**config.mk**
```make
export PLATFORM = sky130hd
export DESIGN_NAME = dmem_lsu
export DESIGN_NICKNAME = d
export VERILOG_FILES = /design/src/rtl/lsu_pkg.sv /design/src/rtl/dmem_align.sv /design/src/rtl/dmem_lsu.sv
export SDC_FILE = /design/constraint.sdc
export NUM_CORES = 1
export LEC_CHECK = 0
export ABC_AREA = 1
export ABC_CLOCK_PERIOD_IN_PS = 1700
export BUFFER_PORTS_ARGS = -buffer_cell sky130_fd_sc_hd__buf_4
export CAP_MARGIN = 25
export CORE_MARGIN = 3
export CORE_UTILIZATION = 45
export CTS_CLUSTER_SIZE = 16
export DETAILED_ROUTE_END_ITERATION = 7
export GPL_TIMING_DRIVEN = 0
export PLACE_DENSITY = 0.73
export SYNTH_ARGS = -nofsm -noshare
export SYNTH_HDL_FRONTEND = slang
export SYNTH_SLANG_ARGS = --single-unit
```
**constraint.sdc**
```tcl
create_clock -name clk -period 1.7 [get_ports clk]
set_input_delay 0.34 -clock clk [delete_from_list [all_inputs] [get_ports clk]]
set_output_delay 0.34 -clock clk [all_outputs]
set_load 0.05 [all_outputs]
```
**src/rtl/lsu_pkg.sv**
```systemverilog
// lsu_pkg: shared size/state encodings and the access-legality check for the data-memory LSU
package lsu_pkg;

    localparam logic [1:0] SZ_B = 2'b00;
    localparam logic [1:0] SZ_H = 2'b01;
    localparam logic [1:0] SZ_W = 2'b10;

    typedef enum logic [1:0] {IDLE, READ, WRITE, RESP} state_t;

    // True for the illegal size code or any access not aligned to its own size
    function automatic logic misaligned(input logic [1:0] size, input logic [1:0] off);
        return (size == 2'b11) || (size == SZ_H && off[0]) || (size == SZ_W && off != 2'b00);
    endfunction

endpackage

```
**src/rtl/dmem_align.sv**
```systemverilog
// dmem_align: little-endian lane extract/extend for loads and lane merge for sub-word stores
module dmem_align
    import lsu_pkg::*;
(
    input  logic [1:0]  size,
    input  logic        uns,
    input  logic [1:0]  off,
    input  logic [31:0] rd_word,
    input  logic [31:0] old_word,
    input  logic [31:0] wdata,
    output logic [31:0] ld_data,
    output logic [31:0] st_word
);

    logic [7:0]  b;
    logic [15:0] h;
    logic [31:0] mask;
    logic [31:0] wrep;

    // Load lane select/extend; store data is replicated across lanes and masked into the old word
    always_comb begin
        b       = 8'(rd_word >> {off, 3'b000});
        h       = off[1] ? rd_word[31:16] : rd_word[15:0];
        ld_data = size == SZ_B ? {{24{~uns & b[7]}}, b} :
                  size == SZ_H ? {{16{~uns & h[15]}}, h} : rd_word;
        mask    = size == SZ_B ? 32'h0000_00FF << {off, 3'b000} :
                  size == SZ_H ? (off[1] ? 32'hFFFF_0000 : 32'h0000_FFFF) : 32'hFFFF_FFFF;
        wrep    = size == SZ_B ? {4{wdata[7:0]}} :
                  size == SZ_H ? {2{wdata[15:0]}} : wdata;
        st_word = (old_word & ~mask) | (wrep & mask);
    end

endmodule

```
**src/rtl/dmem_lsu.sv**
```systemverilog
// dmem_lsu: single-outstanding load/store front end for a word-wide SRAM with read-modify-write for sub-word stores
module dmem_lsu
    import lsu_pkg::*;
#(
    parameter int ADDR_WIDTH = 11,
    parameter int DATA_WIDTH = 32
) (
    input  logic                  clk,
    input  logic                  rst_n,
    input  logic                  req_valid,
    output logic                  req_ready,
    input  logic                  req_we,
    input  logic [1:0]            req_size,
    input  logic                  req_unsigned,
    input  logic [ADDR_WIDTH+1:0] req_addr,
    input  logic [DATA_WIDTH-1:0] req_wdata,
    output logic                  rsp_valid,
    input  logic                  rsp_ready,
    output logic [DATA_WIDTH-1:0] rsp_rdata,
    output logic                  rsp_err,
    output logic                  mem_rd_en,
    output logic [ADDR_WIDTH-1:0] mem_rd_addr,
    input  logic [DATA_WIDTH-1:0] mem_rd_data,
    output logic                  mem_wr_en,
    output logic [ADDR_WIDTH-1:0] mem_wr_addr,
    output logic [DATA_WIDTH-1:0] mem_wr_data
);

    state_t                state, state_n;
    logic                  we_q, uns_q, err_q;
    logic [1:0]            size_q;
    logic [ADDR_WIDTH+1:0] addr_q;
    logic [31:0]           wdata_q, old_q, rdata_q, ld_data, st_word;
    logic                  accept;

    assign accept      = state == IDLE && req_valid;
    assign mem_rd_addr = addr_q[ADDR_WIDTH+1:2];
    assign mem_wr_addr = addr_q[ADDR_WIDTH+1:2];
    assign mem_wr_data = st_word;
    assign rsp_rdata   = rdata_q;
    assign rsp_err     = err_q;

    dmem_align u_align (
        .size     (size_q),
        .uns      (uns_q),
        .off      (addr_q[1:0]),
        .rd_word  (mem_rd_data),
        .old_word (old_q),
        .wdata    (wdata_q),
        .ld_data  (ld_data),
        .st_word  (st_word)
    );

    // State register; reset drops the SRAM enables immediately since they decode from state
    always_ff @(posedge clk or negedge rst_n) begin
        if (!rst_n) state <= IDLE;
        else        state <= state_n;
    end

    // Next state and handshake/enable decode
    always_comb begin
        state_n   = state;
        req_ready = 1'b0;
        rsp_valid = 1'b0;
        mem_rd_en = 1'b0;
        mem_wr_en = 1'b0;
        case (state)
            IDLE: begin
                req_ready = 1'b1;
                if (req_valid)
                    state_n = misaligned(req_size, req_addr[1:0]) ? RESP :
                              (!req_we || req_size != SZ_W) ? READ : WRITE;
            end
            READ: begin
                mem_rd_en = 1'b1;
                state_n   = we_q ? WRITE : RESP;
            end
            WRITE: begin
                mem_wr_en = 1'b1;
                state_n   = RESP;
            end
            RESP: begin
                rsp_valid = 1'b1;
                if (rsp_ready) state_n = IDLE;
            end
            default: state_n = IDLE;
        endcase
    end

    // Request capture, load result and old-word registers; response data is cleared at accept
    always_ff @(posedge clk or negedge rst_n) begin
        if (!rst_n) begin
            we_q    <= 1'b0;
            uns_q   <= 1'b0;
            err_q   <= 1'b0;
            size_q  <= SZ_B;
            addr_q  <= '0;
            wdata_q <= '0;
            old_q   <= '0;
            rdata_q <= '0;
        end else if (accept) begin
            we_q    <= req_we;
            uns_q   <= req_unsigned;
            err_q   <= misaligned(req_size, req_addr[1:0]);
            size_q  <= req_size;
            addr_q  <= req_addr;
            wdata_q <= req_wdata;
            rdata_q <= '0;
        end else if (state == READ) begin
            if (we_q) old_q   <= mem_rd_data;
            else      rdata_q <= ld_data;
        end
    end

endmodule

```
==> results_dict.tcl <==
set metrics [dict create \
    min_period_ns 2.22 \
    maxCapViolations 0 \
    yosysWarningCount 0 \
    critPathMaxFanout 8 \
    drt_iter0_markers 582 \
    synthTopCellsByCount "nand2_1, dfrtp_1, nor2_1" \
    ctsHtreeMaxLevel 4 \
    max_freq_ghz 0.450 \
    grt_pass1_vias 6190 \
    end_kind "output port" \
    skew_ns 0.00497 \
    worstHoldPathType "input pin to flop" \
    wire_per_inst_um 17.0 \
    die_h_um 122 \
    wl_um 20700 \
    synth_cells 807 \
    nFillCells 988 \
    rsz0062_at_grt "yes" \
    cts_made_buffers 17 \
    yosys.cell_count.top_type "nand2_1" \
    fin_ws_ns -0.523 \
    drt_pass1_iterations 5 \
    die_w_um 122 \
    syn2layout_area_growth_pct 57.0 \
    overflow 0 \
    finalNonFillerCells 1216 \
    port_buffers 175 \
    worst_setup_path_start_kind "flop" \
    critPathKind "flop to output port" \
    status "finished with violations" \
    clockRootBuffer "clkbuf_16" \
    tritoncts "done" \
    cp_slowest_cell "dfrtp_1" \
    critPathMaxStageDelay_ns 0.38 \
    synthFlopType "dfrtp_1" \
    cp_cell_sequence "buf_8, a21oi_4, o21ai_4, clkbuf_16, a31oi_4, buf_6" \
    via_per_inst 5.28 \
    avgSynthCellArea_sq_um 7.51 \
    final-setup-viol-count 32 \
    relSlewSlack_pct 59.0 \
    grt_pass1_wl_um 31800 \
    cts.sink_count 116 \
    finalHoldViolCount 0 \
    drc_errors 0 \
    ys_types 29 \
    nets 1122 \
    netlist_area_sq_mm 0.00606 \
    failed_checks "negative setup slack" \
    multiInputGateArea_sq_mm 0.00324 \
    detailedPlacementHpwl_um 14500 \
    ys_ff_latch 116 \
    ant_nets 0 \
    dp_slack_ns -0.294 \
    initial_utilization_pct 47.1 \
    fin_crit_sh_pct 131 \
    diodes 0 \
    path_buf_inv 3 \
    r2r_start "state[1]$_DFFE_PN0P_" \
    synth_top_area_share_pct 47.9 \
    final-max-slew-violation-count 0 \
    core-area_sq_mm 0.0129 \
    rows 41 \
    num_vias 6423 \
    drive_gt1_share_pct 37.7 \
    clock_latency_ns 0.42 \
    crit_required_ns 1.36 \
    grt_max_degree 79 \
    io_pins 176 \
    dieArea_sq_mm 0.0149 \
    yosysTopAreaCell "dfrtp_1" \
    yosys-top-cells-area "dfrtp_1, nand2_1, o21ai_0, buf_4, nand3_1" \
    critical_path.startpoint "addr_q[1]$_DFFE_PN0P_" \
    synthArstFlopShare_pct 100 \
    clockBufferDepth 2 \
    clkSlewWorstSetupHoldPaths_ns 0.05 \
    register_area_sq_mm 0.00291 \
    seq_area_frac_synth_pct 47.9 \
    critPathArrivalTime_ns 1.88 \
    cpLargestDelayFamily "compound AO/OA/AOI/OAI gates" \
    gp_congestion 0.901 \
    synth_edf_count 0 \
    hp-start "req_wdata[21]" \
    tightest_slew_ns 0.613 \
    antenna_found_initial 0 \
    synth_nets 898 \
    numPlacedInstances 1155 \
    grt_use_total_pct 28.1 \
]
## layout by cell type (no fill, tap or decap), types with 16 or more instances in the layout
cell type  count
clkbuf_16     19
buf_4        194
nand2_1      309
nand2_2       16
nand3_1       42
buf_6         37
inv_1         48
o21ai_0       48
a31oi_4       16
a21oi_1       30
nor2_1        40
dfrtp_1      112
## layout make-up
type,instances,share of cell area (%)
buffer,65,5.54
clock buffer,23,5.02
clock inverter,9,1.58
inverter,55,2.33
multi-input combinational,571,34.0
sequential,116,30.6
tap,172,2.26
timing repair buffer,205,18.7
## logic make-up after synthesis
logic type | Yosys count | share of synthesized area (%)
AND/OR/NAND/NOR | 436 | 28.6
AO/OA/AOI/OAI | 122 | 11.2
buffers and inverters | 120 | 9.76
flip-flops | 116 | 47.9
multiplexers | 7 | 1.30
adder cells (fa/ha/maj) | 6 | 1.24
## metrics by stage
| step | area [sq um] | TNS (ns) | hold WS, ns | utilization, % |
|---|---|---|---|---|
| 2_1_floorplan | 6540 | -1.56 | 0.0444 | - |
| 3_3_place_gp | 8070 | -14.81 | 0.465 | 62.7 |
| 3_5_place_dp | 8100 | -15.98 | 0.265 | 62.9 |
| 4_1_cts | 9340 | -15.22 | 0.101 | 72.5 |
| 5_1_grt | 9520 | -17.10 | 0.103 | 73.9 |
| 6_report | 9520 | -15.58 | 0.108 | 73.9 |
## sequential cells by signal (all words and copies together) (netlist names), 2 cells and up
signal	count
state	2
size_q	2
wdata_q	32
addr_q	13
rsp_rdata	32
old_q	32
## path summary, 6_finish.rpt
kind                            depth (start not counted)  slack (ns)                      end
worst min-delay path                                    3        0.11  wdata_q[21]$_DFFE_PN0P_
max in group asynchronous                               3        0.59    size_q[0]$_DFFE_PN0P_
min in group asynchronous                               2        0.40    addr_q[9]$_DFFE_PN0P_
worst max-delay path                                    6       -0.52          mem_wr_data[21]
worst min register to register                          2        0.48  wdata_q[28]$_DFFE_PN0P_
worst max register to register                          7        0.11     old_q[9]$_DFFE_PN0P_
## repair_timing
action	in CTS	in global routing
gates resized for setup	113	47
endpoints found under the setup margin	118	134
hold endpoints to repair	38	0
pin swaps	18	19
hold buffers	1	0
buffers inserted	18	7
gates cloned	2	1
## worst reg2reg max path: cells and delay by family, from the launching register on
| kind | cells | cell delay, ns |
|---|---|---|
| buf+inv | 3 | 0.58 |
| flops | 1 | 0.44 |
| simple gates | 2 | 0.20 |
| fa+ha+maj | 1 | 0.19 |
| compound gates | 1 | 0.10 |
## metal layers
metal / vias up / global-route usage (%) / part of all wire [%] / wire, um
li1: 3001 / - / - / -
met2: 288 / 43.8 / 48 / 9870
met3: 52 / 6.64 / 8.3 / 1710
met5: - / 0 / 0 / 0
met1: 3082 / 37.6 / 41 / 8420
met4: 0 / 12.0 / 3.2 / 653
Power is not shown: default switching activity piles up to over one toggle a cycle in this logic, so the estimate is an artifact.
